### config.mk
export PLATFORM = sky130hd
export DESIGN_NAME = loop_fetch_ctrl_flat
export DESIGN_NICKNAME = d
export VERILOG_FILES = /design/src/rtl/loop_fetch_ctrl_if.sv /design/src/rtl/loop_fetch_ctrl.sv /design/src/flat_wrapper.sv
export SDC_FILE = /design/constraint.sdc
export NUM_CORES = 1
export LEC_CHECK = 0
export CELL_PAD_IN_SITES_DETAIL_PLACEMENT = 1
export CELL_PAD_IN_SITES_GLOBAL_PLACEMENT = 1
export CORE_MARGIN = 4
export CORE_UTILIZATION = 47
export DETAILED_ROUTE_END_ITERATION = 8
export PLACE_DENSITY_LB_ADDON = 0.1
export SLEW_MARGIN = 40
export SYNTH_ARGS = -nofsm -noshare
export SYNTH_HDL_FRONTEND = slang
export SYNTH_SLANG_ARGS = --single-unit
### constraint.sdc
create_clock -name clk -period 5.3 [get_ports clk]
set_input_delay 1.59 -clock clk [delete_from_list [all_inputs] [get_ports clk]]
set_output_delay 1.59 -clock clk [all_outputs]
set_load 0.1 [all_outputs]
### src/rtl/loop_fetch_ctrl_if.sv
// Fetch/loop-sequencer bus: instruction and data-cell inputs plus stall, and
// the fetch address, skip status, nesting depth and loop-stack status.
// master = the sequencer, slave = the memory/datapath side that feeds it.
interface loop_fetch_ctrl_if #(
   parameter int PCWidth    = 16,
   parameter int StackDepth = 16
);
   localparam int LevelWidth = $clog2(StackDepth) + 1;

   logic [8:0]            instruction;
   logic [7:0]            working;
   logic                  stall;
   logic [PCWidth-1:0]    pc;
   logic                  searching;
   logic [PCWidth-1:0]    branch_tracking_out;
   logic [LevelWidth-1:0] stack_level;
   logic                  overflow;
   logic                  underflow;

   modport master (
      input  instruction, working, stall,
      output pc, searching, branch_tracking_out, stack_level, overflow, underflow
   );

   modport slave (
      output instruction, working, stall,
      input  pc, searching, branch_tracking_out, stack_level, overflow, underflow
   );
endinterface

### src/rtl/loop_fetch_ctrl.sv
// Program counter and loop-entry LIFO for CBF/CBB loops. In RUN a taken CBF
// records its own address; a taken CBB jumps back to that address + 1. An
// unentered CBF switches to SKIP, which walks forward counting nested CBF/CBB
// pairs until the matching CBB. The nesting depth is exported to branch_ctrl.
module loop_fetch_ctrl #(
   parameter int         PCWidth    = 16,
   parameter int         StackDepth = 16,
   parameter logic [8:0] OpCbf      = 9'h1F0,
   parameter logic [8:0] OpCbb      = 9'h1F1
) (
   input  logic             clk,
   input  logic             reset,
   loop_fetch_ctrl_if.master bus
);
   localparam int LevelWidth = $clog2(StackDepth) + 1;
   localparam int IdxWidth   = $clog2(StackDepth);

   typedef enum logic [0:0] {
      ST_RUN  = 1'b0,
      ST_SKIP = 1'b1
   } state_t;

   state_t                state_r;
   logic [PCWidth-1:0]    pc_r;
   logic [PCWidth-1:0]    depth_r;
   logic [LevelWidth-1:0] level_r;
   logic                  overflow_r;
   logic                  underflow_r;
   logic [PCWidth-1:0]    stack_r [StackDepth];

   logic                  is_cbf_s;
   logic                  is_cbb_s;
   logic                  work_nz_s;
   logic                  full_s;
   logic                  empty_s;
   logic                  push_s;
   logic [LevelWidth-1:0] level_m1_s;
   logic [IdxWidth-1:0]   top_idx_s;
   logic [PCWidth-1:0]    top_s;
   logic [PCWidth-1:0]    pc_inc_s;

   // Decode the presented opcode and derive stack/pc helper values.
   always_comb begin
      is_cbf_s   = (bus.instruction == OpCbf);
      is_cbb_s   = (bus.instruction == OpCbb);
      work_nz_s  = (bus.working != 8'd0);
      full_s     = (level_r == LevelWidth'(StackDepth));
      empty_s    = (level_r == LevelWidth'(0));
      level_m1_s = level_r - LevelWidth'(1);
      top_idx_s  = level_m1_s[IdxWidth-1:0];
      top_s      = stack_r[top_idx_s];
      pc_inc_s   = pc_r + PCWidth'(1);
      // Entry write only for an accepted push; a push into a full stack is dropped.
      push_s     = !bus.stall && (state_r == ST_RUN) && is_cbf_s && work_nz_s && !full_s;
   end

   // Loop-entry storage; contents need no reset because stack_level qualifies them.
   always_ff @(posedge clk) begin
      if (push_s && !reset) begin
         stack_r[level_r[IdxWidth-1:0]] <= pc_r;
      end
   end

   // Sequencer FSM: pc, run/skip state, nesting depth, stack level and sticky flags.
   always_ff @(posedge clk) begin
      if (reset) begin
         state_r     <= ST_RUN;
         pc_r        <= '0;
         depth_r     <= '0;
         level_r     <= '0;
         overflow_r  <= 1'b0;
         underflow_r <= 1'b0;
      end else if (!bus.stall) begin
         // Every non-jump case falls through to the sequential address.
         pc_r <= pc_inc_s;
         case (state_r)
            ST_RUN: begin
               if (is_cbf_s) begin
                  if (work_nz_s) begin
                     if (full_s) begin
                        overflow_r <= 1'b1;
                     end else begin
                        level_r <= level_r + LevelWidth'(1);
                     end
                  end else begin
                     state_r <= ST_SKIP;
                     depth_r <= '0;
                  end
               end else if (is_cbb_s) begin
                  if (empty_s) begin
                     underflow_r <= 1'b1;
                  end else if (work_nz_s) begin
                     // Loop again: resume at the instruction after the CBF.
                     pc_r <= top_s + PCWidth'(1);
                  end else begin
                     level_r <= level_m1_s;
                  end
               end
            end
            ST_SKIP: begin
               if (is_cbf_s) begin
                  if (depth_r != {PCWidth{1'b1}}) begin
                     depth_r <= depth_r + PCWidth'(1);
                  end
               end else if (is_cbb_s) begin
                  if (depth_r == '0) begin
                     state_r <= ST_RUN;
                  end else begin
                     depth_r <= depth_r - PCWidth'(1);
                  end
               end
            end
            default: begin
               state_r <= ST_RUN;
               depth_r <= '0;
            end
         endcase
      end
   end

   assign bus.pc                  = pc_r;
   assign bus.searching           = (state_r == ST_SKIP);
   assign bus.branch_tracking_out = depth_r;
   assign bus.stack_level         = level_r;
   assign bus.overflow            = overflow_r;
   assign bus.underflow           = underflow_r;
endmodule

### src/flat_wrapper.sv
// flat-port wrapper written by rule: the top's interface ports become plain ports
module loop_fetch_ctrl_flat 
#(
   parameter int         PCWidth    = 16,
   parameter int         StackDepth = 16,
   parameter logic [8:0] OpCbf      = 9'h1F0,
   parameter logic [8:0] OpCbb      = 9'h1F1
)
  (clk, reset, bus_instruction, bus_working, bus_stall, bus_pc, bus_searching, bus_branch_tracking_out, bus_stack_level, bus_overflow, bus_underflow);
  loop_fetch_ctrl_if #(.PCWidth(PCWidth), .StackDepth(StackDepth)) bus_i ();
  input  logic clk;
  input  logic reset;
  input wire logic [$bits(bus_i.instruction)-1:0] bus_instruction;
  input wire logic [$bits(bus_i.working)-1:0] bus_working;
  input wire logic [$bits(bus_i.stall)-1:0] bus_stall;
  output wire logic [$bits(bus_i.pc)-1:0] bus_pc;
  output wire logic [$bits(bus_i.searching)-1:0] bus_searching;
  output wire logic [$bits(bus_i.branch_tracking_out)-1:0] bus_branch_tracking_out;
  output wire logic [$bits(bus_i.stack_level)-1:0] bus_stack_level;
  output wire logic [$bits(bus_i.overflow)-1:0] bus_overflow;
  output wire logic [$bits(bus_i.underflow)-1:0] bus_underflow;
  assign bus_i.instruction = bus_instruction;
  assign bus_i.working = bus_working;
  assign bus_i.stall = bus_stall;
  assign bus_pc = bus_i.pc;
  assign bus_searching = bus_i.searching;
  assign bus_branch_tracking_out = bus_i.branch_tracking_out;
  assign bus_stack_level = bus_i.stack_level;
  assign bus_overflow = bus_i.overflow;
  assign bus_underflow = bus_i.underflow;
  loop_fetch_ctrl #(.PCWidth(PCWidth), .StackDepth(StackDepth), .OpCbf(OpCbf), .OpCbb(OpCbb)) u_core (.clk(clk), .reset(reset), .bus(bus_i));
endmodule
==> results of run 1 <==
==> final timing paths <==
kind	start	end	depth (start not counted)
worst max register to register	u_core.bus.stack_level[0]	u_core.bus.pc[13]	10
worst min register to register	u_core.bus.pc[10]	u_core.stack_r[5][10]	0
worst max-delay path	bus_instruction[1]	u_core.bus.branch_tracking_out[14]	15
worst min-delay path	u_core.bus.pc[10]	u_core.stack_r[5][10]	0
==> cells in the mapped netlist, drive strengths merged (3+ instances only) <==
master	n
buf	20
xnor2	14
nand3b	5
mux2i	25
a21oi	46
dfxtp	40
and4	3
xor2	9
nor4	17
nand3	25
a221o	3
nand4	6
and2	12
nand2	44
edfxtp	256
a21o	9
o21ai	19
mux4	68
nor3	16
nor2	46
o22ai	3
inv	12
or4	6
nand2b	4
a211oi	13
or3	6
ha	21
nor4b	3
a31oi	6
a41oi	4
o21a	6
clkbuf	18
and3	9
==> power groups by stage <==
stage	Sequential, mW	Clock, mW	Combinational, mW
floorplan	2.56	0	0.0206
global placement	2.55	0	0.0553
detailed placement	2.55	0	0.0558
CTS	2.50	2.24	0.0563
global route	2.50	2.35	0.0606
finish	2.50	2.19	0.0562
==> kinds of logic after synthesis <==
family / count (synthesis) / synth area share
DFF: 296 / 0.645
and+or+nand+nor: 215 / 0.0888
AOI/OAI and AO/OA: 126 / 0.0625
muxes: 94 / 0.142
buffers and inverters: 52 / 0.0238
xor gates and xnor gates: 23 / 0.0164
adders and majority gates: 22 / 0.0215
==> worst register-to-register path: stages, from the launching register on <==
cell and delay [ns]:
dfxtp_4 0.58, inv_2 0.14, ha_2 0.72, buf_4 0.44
mux4_1 0.40, mux4_2 0.57, nand3_2 0.13, and4b_1 0.23
and3b_1 0.18, xnor2_1 0.13, a211oi_2 0.29
==> sequential cells by signal (all words and copies together) (netlist names) <==
signal                          count
u_core.stack_r                    256
u_core.bus.branch_tracking_out     16
u_core.bus.pc                      16
u_core.bus.stack_level              5
u_core.bus.overflow                 1
u_core.bus.searching                1
u_core.bus.underflow                1
==> cell type report <==
type	instances	area, um2
inverters	12	45.0
well taps	378	473
clock inverters	18	195
clock buffers	40	840
flip-flops and latches	296	8490
multi-input cells	480	4460
repair buffers	121	858
fillers	2596	12300
==> metrics by stage <==
stage | hold WS (ns) | setup slack, ns | TNS (ns) | power, mW
CTS | 0.474 | 0.570 | 0 | 4.80
global route | 0.493 | 0.222 | 0 | 4.91
global placement | 0.445 | 0.233 | 0 | 2.61
detailed placement | 0.454 | -0.00822 | -0.00822 | 2.61
finish | 0.464 | 0.558 | 0 | 4.75
floorplan | 0.914 | 0.113 | 0 | 2.58
==> per-layer routing <==
metal | vias to the layer above | part of all wire | track usage
li1 | 3563 | - | -
met1 | 4151 | 0.44 | 0.316
met2 | 190 | 0.49 | 0.372
met3 | 54 | 0.043 | 0.0282
met4 | 0 | 0.024 | 0.0550
met5 | - | 0 | 0
==> impl_metrics.py, run 1 <==
metrics = {
    "run_status": {
        "status": "finished clean",
    },
    "clock_tree": {
        "clkSlewWorstSetupHoldPaths_ns": 0.06,
        "numCtsBuffers": 31,
        "cts_htree_levels": 1,
        "cts_resized": 0,
        "cts_tree": "done",
        "ctsHoldBuffers": 0,
        "clockBufferDepth": 3,
        "cts_root_buffer": "clkbuf_16",
        "clkSinkCount": 296,
        "post-cts-setup-buffer-count": 0,
        "clk_latency_ns": 0.56,
    },
    "grt": {
        "grt-ovfl-total": 0,
        "antenna_found_initial": 0,
        "grt_pass1_vias": 8582,
        "gr-usage-all-layers": 0.223,
        "grt_pass1_wl_um": 52300,
        "grt_max_degree": 52,
    },
    "worst_setup_path": {
        "crit_chain": "clkdlybuf4s50_1, nor4b_1, and2_1, and2b_2, inv_2, buf_4, ha_1, o21a_1, o21a_1, nand3_1, o21ai_0, a221o_1, a221o_1, nor4_1, a221o_1",
        "slowest_delay_ns": 0.40,
        "path_class": "in2reg",
        "reg2reg_slack_ns": 1.39,
        "cp.arrival_ns": 5.25,
        "slowest_stage": "clkdlybuf4s50_1",
        "crit_top_cell": "a221o_1",
        "setup.worst_path.end_class": "register",
        "path_delay_family": "compound AO/OA/AOI/OAI gates",
        "worst_setup_path_start_kind": "input port",
        "cp_max_fo": 13,
        "critPathBufInv": 3,
        "critical_path_required_ns": 5.80,
    },
    "final_layout": {
        "finish.instance_area_mm2": 0.0154,
        "final_common_cell": "edfxtp_1",
        "area_growth_pct": 16.6,
        "nets": 984,
        "most-common-layout-cells": "edfxtp_1, buf_4, mux4_2, nand2_1, a21oi_1",
        "final_cells": 1345,
        "drive_above_1_share": 0.257,
        "num_antenna_cells": 0,
        "postLayoutCoreUtil": 0.554,
    },
    "sta": {
        "final.min_clock_period_ns": 4.74,
        "rsz0062_at_grt": "no",
        "worst_pin_slew_ns": 0.792,
        "finClkSkew_ns": 0.0120,
        "setup_viol": 0,
        "slew_viol_final": 0,
        "fmax_mhz": 211,
        "hold_violations": 0,
        "post-route-period-util": 0.895,
        "relSlewSlack": 0.471,
    },
    "route": {
        "vias": 7958,
        "first_pass_iters": 5,
        "wl_per_cell_um": 25.2,
        "drt_iter0_markers": 761,
        "wl_um": 33900,
        "drt-vias-per-instance": 5.92,
        "ant_nets": 0,
        "drc": 0,
    },
    "power": {
        "ir_worst_vdd_uv": 278,
        "internal_power_mw": 3.83,
        "seq_power_share": 0.527,
        "cellLeakagePower_nw": 5.33,
        "p_switching_mw": 0.923,
        "power_frac_clock": 0.461,
        "sw_frac_of_total": 0.194,
        "power.density_mw_per_mm2": 309,
        "p_comb_frac": 0.012,
    },
    "synthesis": {
        "synth_ff_type": "edfxtp_1",
        "synth_nets": 870,
        "synthTopCellsByArea": "edfxtp_1, mux4_2, dfxtp_1",
        "syn-cell-area_mm2": 0.0132,
        "synth_top_area_share": 0.584,
        "synthCells": 828,
        "synth_area_leader_cell": "edfxtp_1",
        "synth_edf_count": 256,
        "avgSynthCellArea_um2": 15.9,
        "yosys_warnings": 0,
        "synth.yosys.seq_area_share": 0.645,
        "synthArstFlopShare": 0,
        "yosys_register_bits": 296,
        "synth_cell_types": 76,
    },
    "floorplanning": {
        "fp.dieH_um": 175,
        "die_area_mm2": 0.0308,
        "rows": 61,
        "io_pins": 60,
        "core_mm2": 0.0277,
        "dieWidth_um": 175,
        "initial_utilization": 0.475,
    },
    "placed_design": {
        "placedInstanceArea_mm2": 0.0143,
        "hpwl_um": 22200,
        "io_buffers": 59,
        "dpl.cell_count": 1286,
        "gp_congestion": 0.831,
    },
    "flow_run": {
        "drv_cap": 0,
    },
    "min_path": {
        "min_path_type": "reg2reg",
    },
}
Note: power is estimated with default switching activity, not from simulation.
==> inputs of run 2 (changes only) <==
SLEW_MARGIN = 10   (was 40)
TNS_END_PERCENT = 5   (was default)
==> run 2 against run 1 <==
Clock skew decreased by 0.0034 ns. Global-route usage increased by 0.20 points. Fmax increased by 1.0%. Largest power group unchanged. Register-to-register slack improved by 0.04 ns. Non-clock buffer count decreased by 1. Clock power increased by 4%. Critical path type unchanged. Critical path depth unchanged. Final cell count decreased by 0.22%. Via count increased by 0.10%. Flip-flop and latch count unchanged. Sequential share of layout area decreased by 0.77 points.
==> impl_metrics.py, run 2 (same netlist as run 1, synthesis figures left out) <==
metrics = {
    "sta": {
        "setup_slack_ns": 0.605,
        "post-route-period-util": 0.886,
        "hold_violations": 0,
        "fin_setup_tns_ns": 0,
        "setup_viol": 0,
        "fmax_mhz": 213,
        "rsz0062_at_grt": "no",
        "relSlewSlack": 0.335,
        "finClkSkew_ns": 0.00857,
        "whs_ns": 0.473,
        "worst_pin_slew_ns": 0.994,
        "slew_viol_final": 0,
        "final.min_clock_period_ns": 4.69,
    },
    "final_layout": {
        "largest_reg_flops": 256,
        "final_common_cell": "edfxtp_1",
        "seq_area_mm2": 0.00849,
        "most-common-layout-cells": "edfxtp_1, buf_4, clkdlybuf4s50_1, mux4_2, nand2_1",
        "final_cells": 1342,
        "multiInputGateArea_mm2": 0.00446,
        "nets": 982,
        "drive_above_1_share": 0.212,
        "area_growth_pct": 18.3,
        "fill_cells": 2574,
        "num_antenna_cells": 0,
    },
    "route": {
        "drt-met1-wl_um": 15000,
        "first_pass_iters": 5,
        "drt_iter0_markers": 658,
        "vias": 7966,
        "route.met2.wl_um": 16900,
        "drt-vias-per-instance": 5.94,
        "ant_nets": 0,
        "topRoutingLayerUsed": "met4",
        "drc": 0,
        "wl_um": 34000,
        "wl_met3_um": 1340,
        "wl_per_cell_um": 25.4,
    },
    "grt": {
        "grt_pass1_wl_um": 52500,
        "gr-usage-all-layers": 0.225,
        "grt_pass1_vias": 8503,
        "grt-ovfl-total": 0,
        "antenna_found_initial": 0,
        "grt_max_degree": 52,
    },
    "worst_setup_path": {
        "rr_startpoint": "u_core.bus.stack_level[0]",
        "crit_end": "u_core.bus.branch_tracking_out[14]",
        "critical_path_required_ns": 5.80,
        "reg2reg_depth": 10,
        "path_class": "in2reg",
        "r2r-end": "u_core.bus.pc[13]",
        "cp.arrival_ns": 5.20,
        "setup.worst_path.end_class": "register",
        "cp_max_fo": 13,
        "worst_setup_path_start_kind": "input port",
        "setup.worst_path.start": "bus_instruction[1]",
        "reg2reg_slack_ns": 1.43,
    },
    "floorplanning": {
        "rows": 61,
        "initial_utilization": 0.475,
        "dieWidth_um": 175,
        "core_mm2": 0.0277,
        "die_area_mm2": 0.0308,
        "fp.dieH_um": 175,
        "io_pins": 60,
    },
    "power": {
        "ir_worst_vdd_uv": 285,
        "power.density_mw_per_mm2": 311,
        "cellLeakagePower_nw": 5.25,
    },
    "clock_tree": {
        "clk_latency_ns": 0.56,
        "cts_tree": "done",
        "clkSlewWorstSetupHoldPaths_ns": 0.06,
        "cts_htree_levels": 1,
        "cts_resized": 0,
        "numCtsBuffers": 30,
        "clockBufferDepth": 3,
        "ctsHoldBuffers": 0,
        "post-cts-setup-buffer-count": 0,
        "cts_root_buffer": "clkbuf_16",
        "clkSinkCount": 296,
    },
    "placed_design": {
        "pre_cts_ws_ns": 0.0335,
        "io_buffers": 59,
        "dpl.cell_count": 1286,
        "gp_congestion": 0.831,
        "hpwl_um": 22100,
    },
    "min_path": {
        "min_path_type": "reg2reg",
    },
    "flow_run": {
        "drv_cap": 0,
    },
    "run_status": {
        "status": "finished clean",
    },
}
[run 2: changes by cell type in the layout (fill, tap and decap cells not counted), sizes merged]
cell,delta
bufinv,+3
inv,-1
clkdlybuf4s50,+40
clkinvlp,-2
clkbuf,-4
clkinv,+2
buf,-41
[run 2: per-layer routing]
metal  vias up  GRT usage
li1       3556          -
met5         -          0
met1      4212      0.314
met2       151      0.378
met3        47     0.0319
met4         0     0.0537
[run 2: final cells by class]
class,instances,area share
Clock buffer,36,0.0510
Clock inverter,20,0.0174
Inverter,12,0.00289
Multi-Input combinational cell,480,0.286
Sequential cell,296,0.545
Tap cell,378,0.0304
Timing Repair Buffer,120,0.0670
[run 2: where the power goes]
group	internal, mW	total, mW	leakage (nW)	switching [mW]
Combinational	0.0220	0.0570	1.84	0.0351
Clock	1.40	2.28	0.524	0.876
Sequential	2.50	2.50	2.89	0.00380
[run 2: critical path, cell delays in order]
cell and delay (ns):
clkdlybuf4s50_1 0.41, nor4b_1 0.36, and2_1 0.20, and2b_2 0.16
inv_2 0.06, buf_4 0.19, ha_1 0.33, o21a_1 0.21
o21a_1 0.20, nand3_1 0.14, o21ai_0 0.16, a221o_1 0.37
a221o_1 0.33, nor4_1 0.31, a221o_1 0.17
[run 2: worst min-delay path by stage]
stage	from	end	slack (ns)	depth (start not counted)
after floorplan	u_core.bus.branch_tracking_out[5]	u_core.bus.branch_tracking_out[5]	0.91	2
after global placement	u_core.bus.pc[4]	u_core.stack_r[5][4]	0.44	0
after detailed placement	u_core.bus.pc[10]	u_core.stack_r[5][10]	0.46	0
after CTS	u_core.bus.pc[10]	u_core.stack_r[5][10]	0.48	0
after global routing	u_core.bus.pc[10]	u_core.stack_r[5][10]	0.49	0
final	u_core.bus.pc[10]	u_core.stack_r[5][10]	0.47	0
[run 2: stage by stage]
| step | area [um2] | utilization | power [mW] |
|---|---|---|---|
| 6_report | 15600 | 0.562 | 4.84 |
| 5_1_grt | 15600 | 0.562 | 5.00 |
| 4_1_cts | 15600 | 0.562 | 4.89 |
| 3_5_place_dp | 14500 | 0.524 | 2.61 |
| 3_3_place_gp | 14500 | 0.524 | 2.61 |
| 2_1_floorplan | 13200 | - | 2.58 |
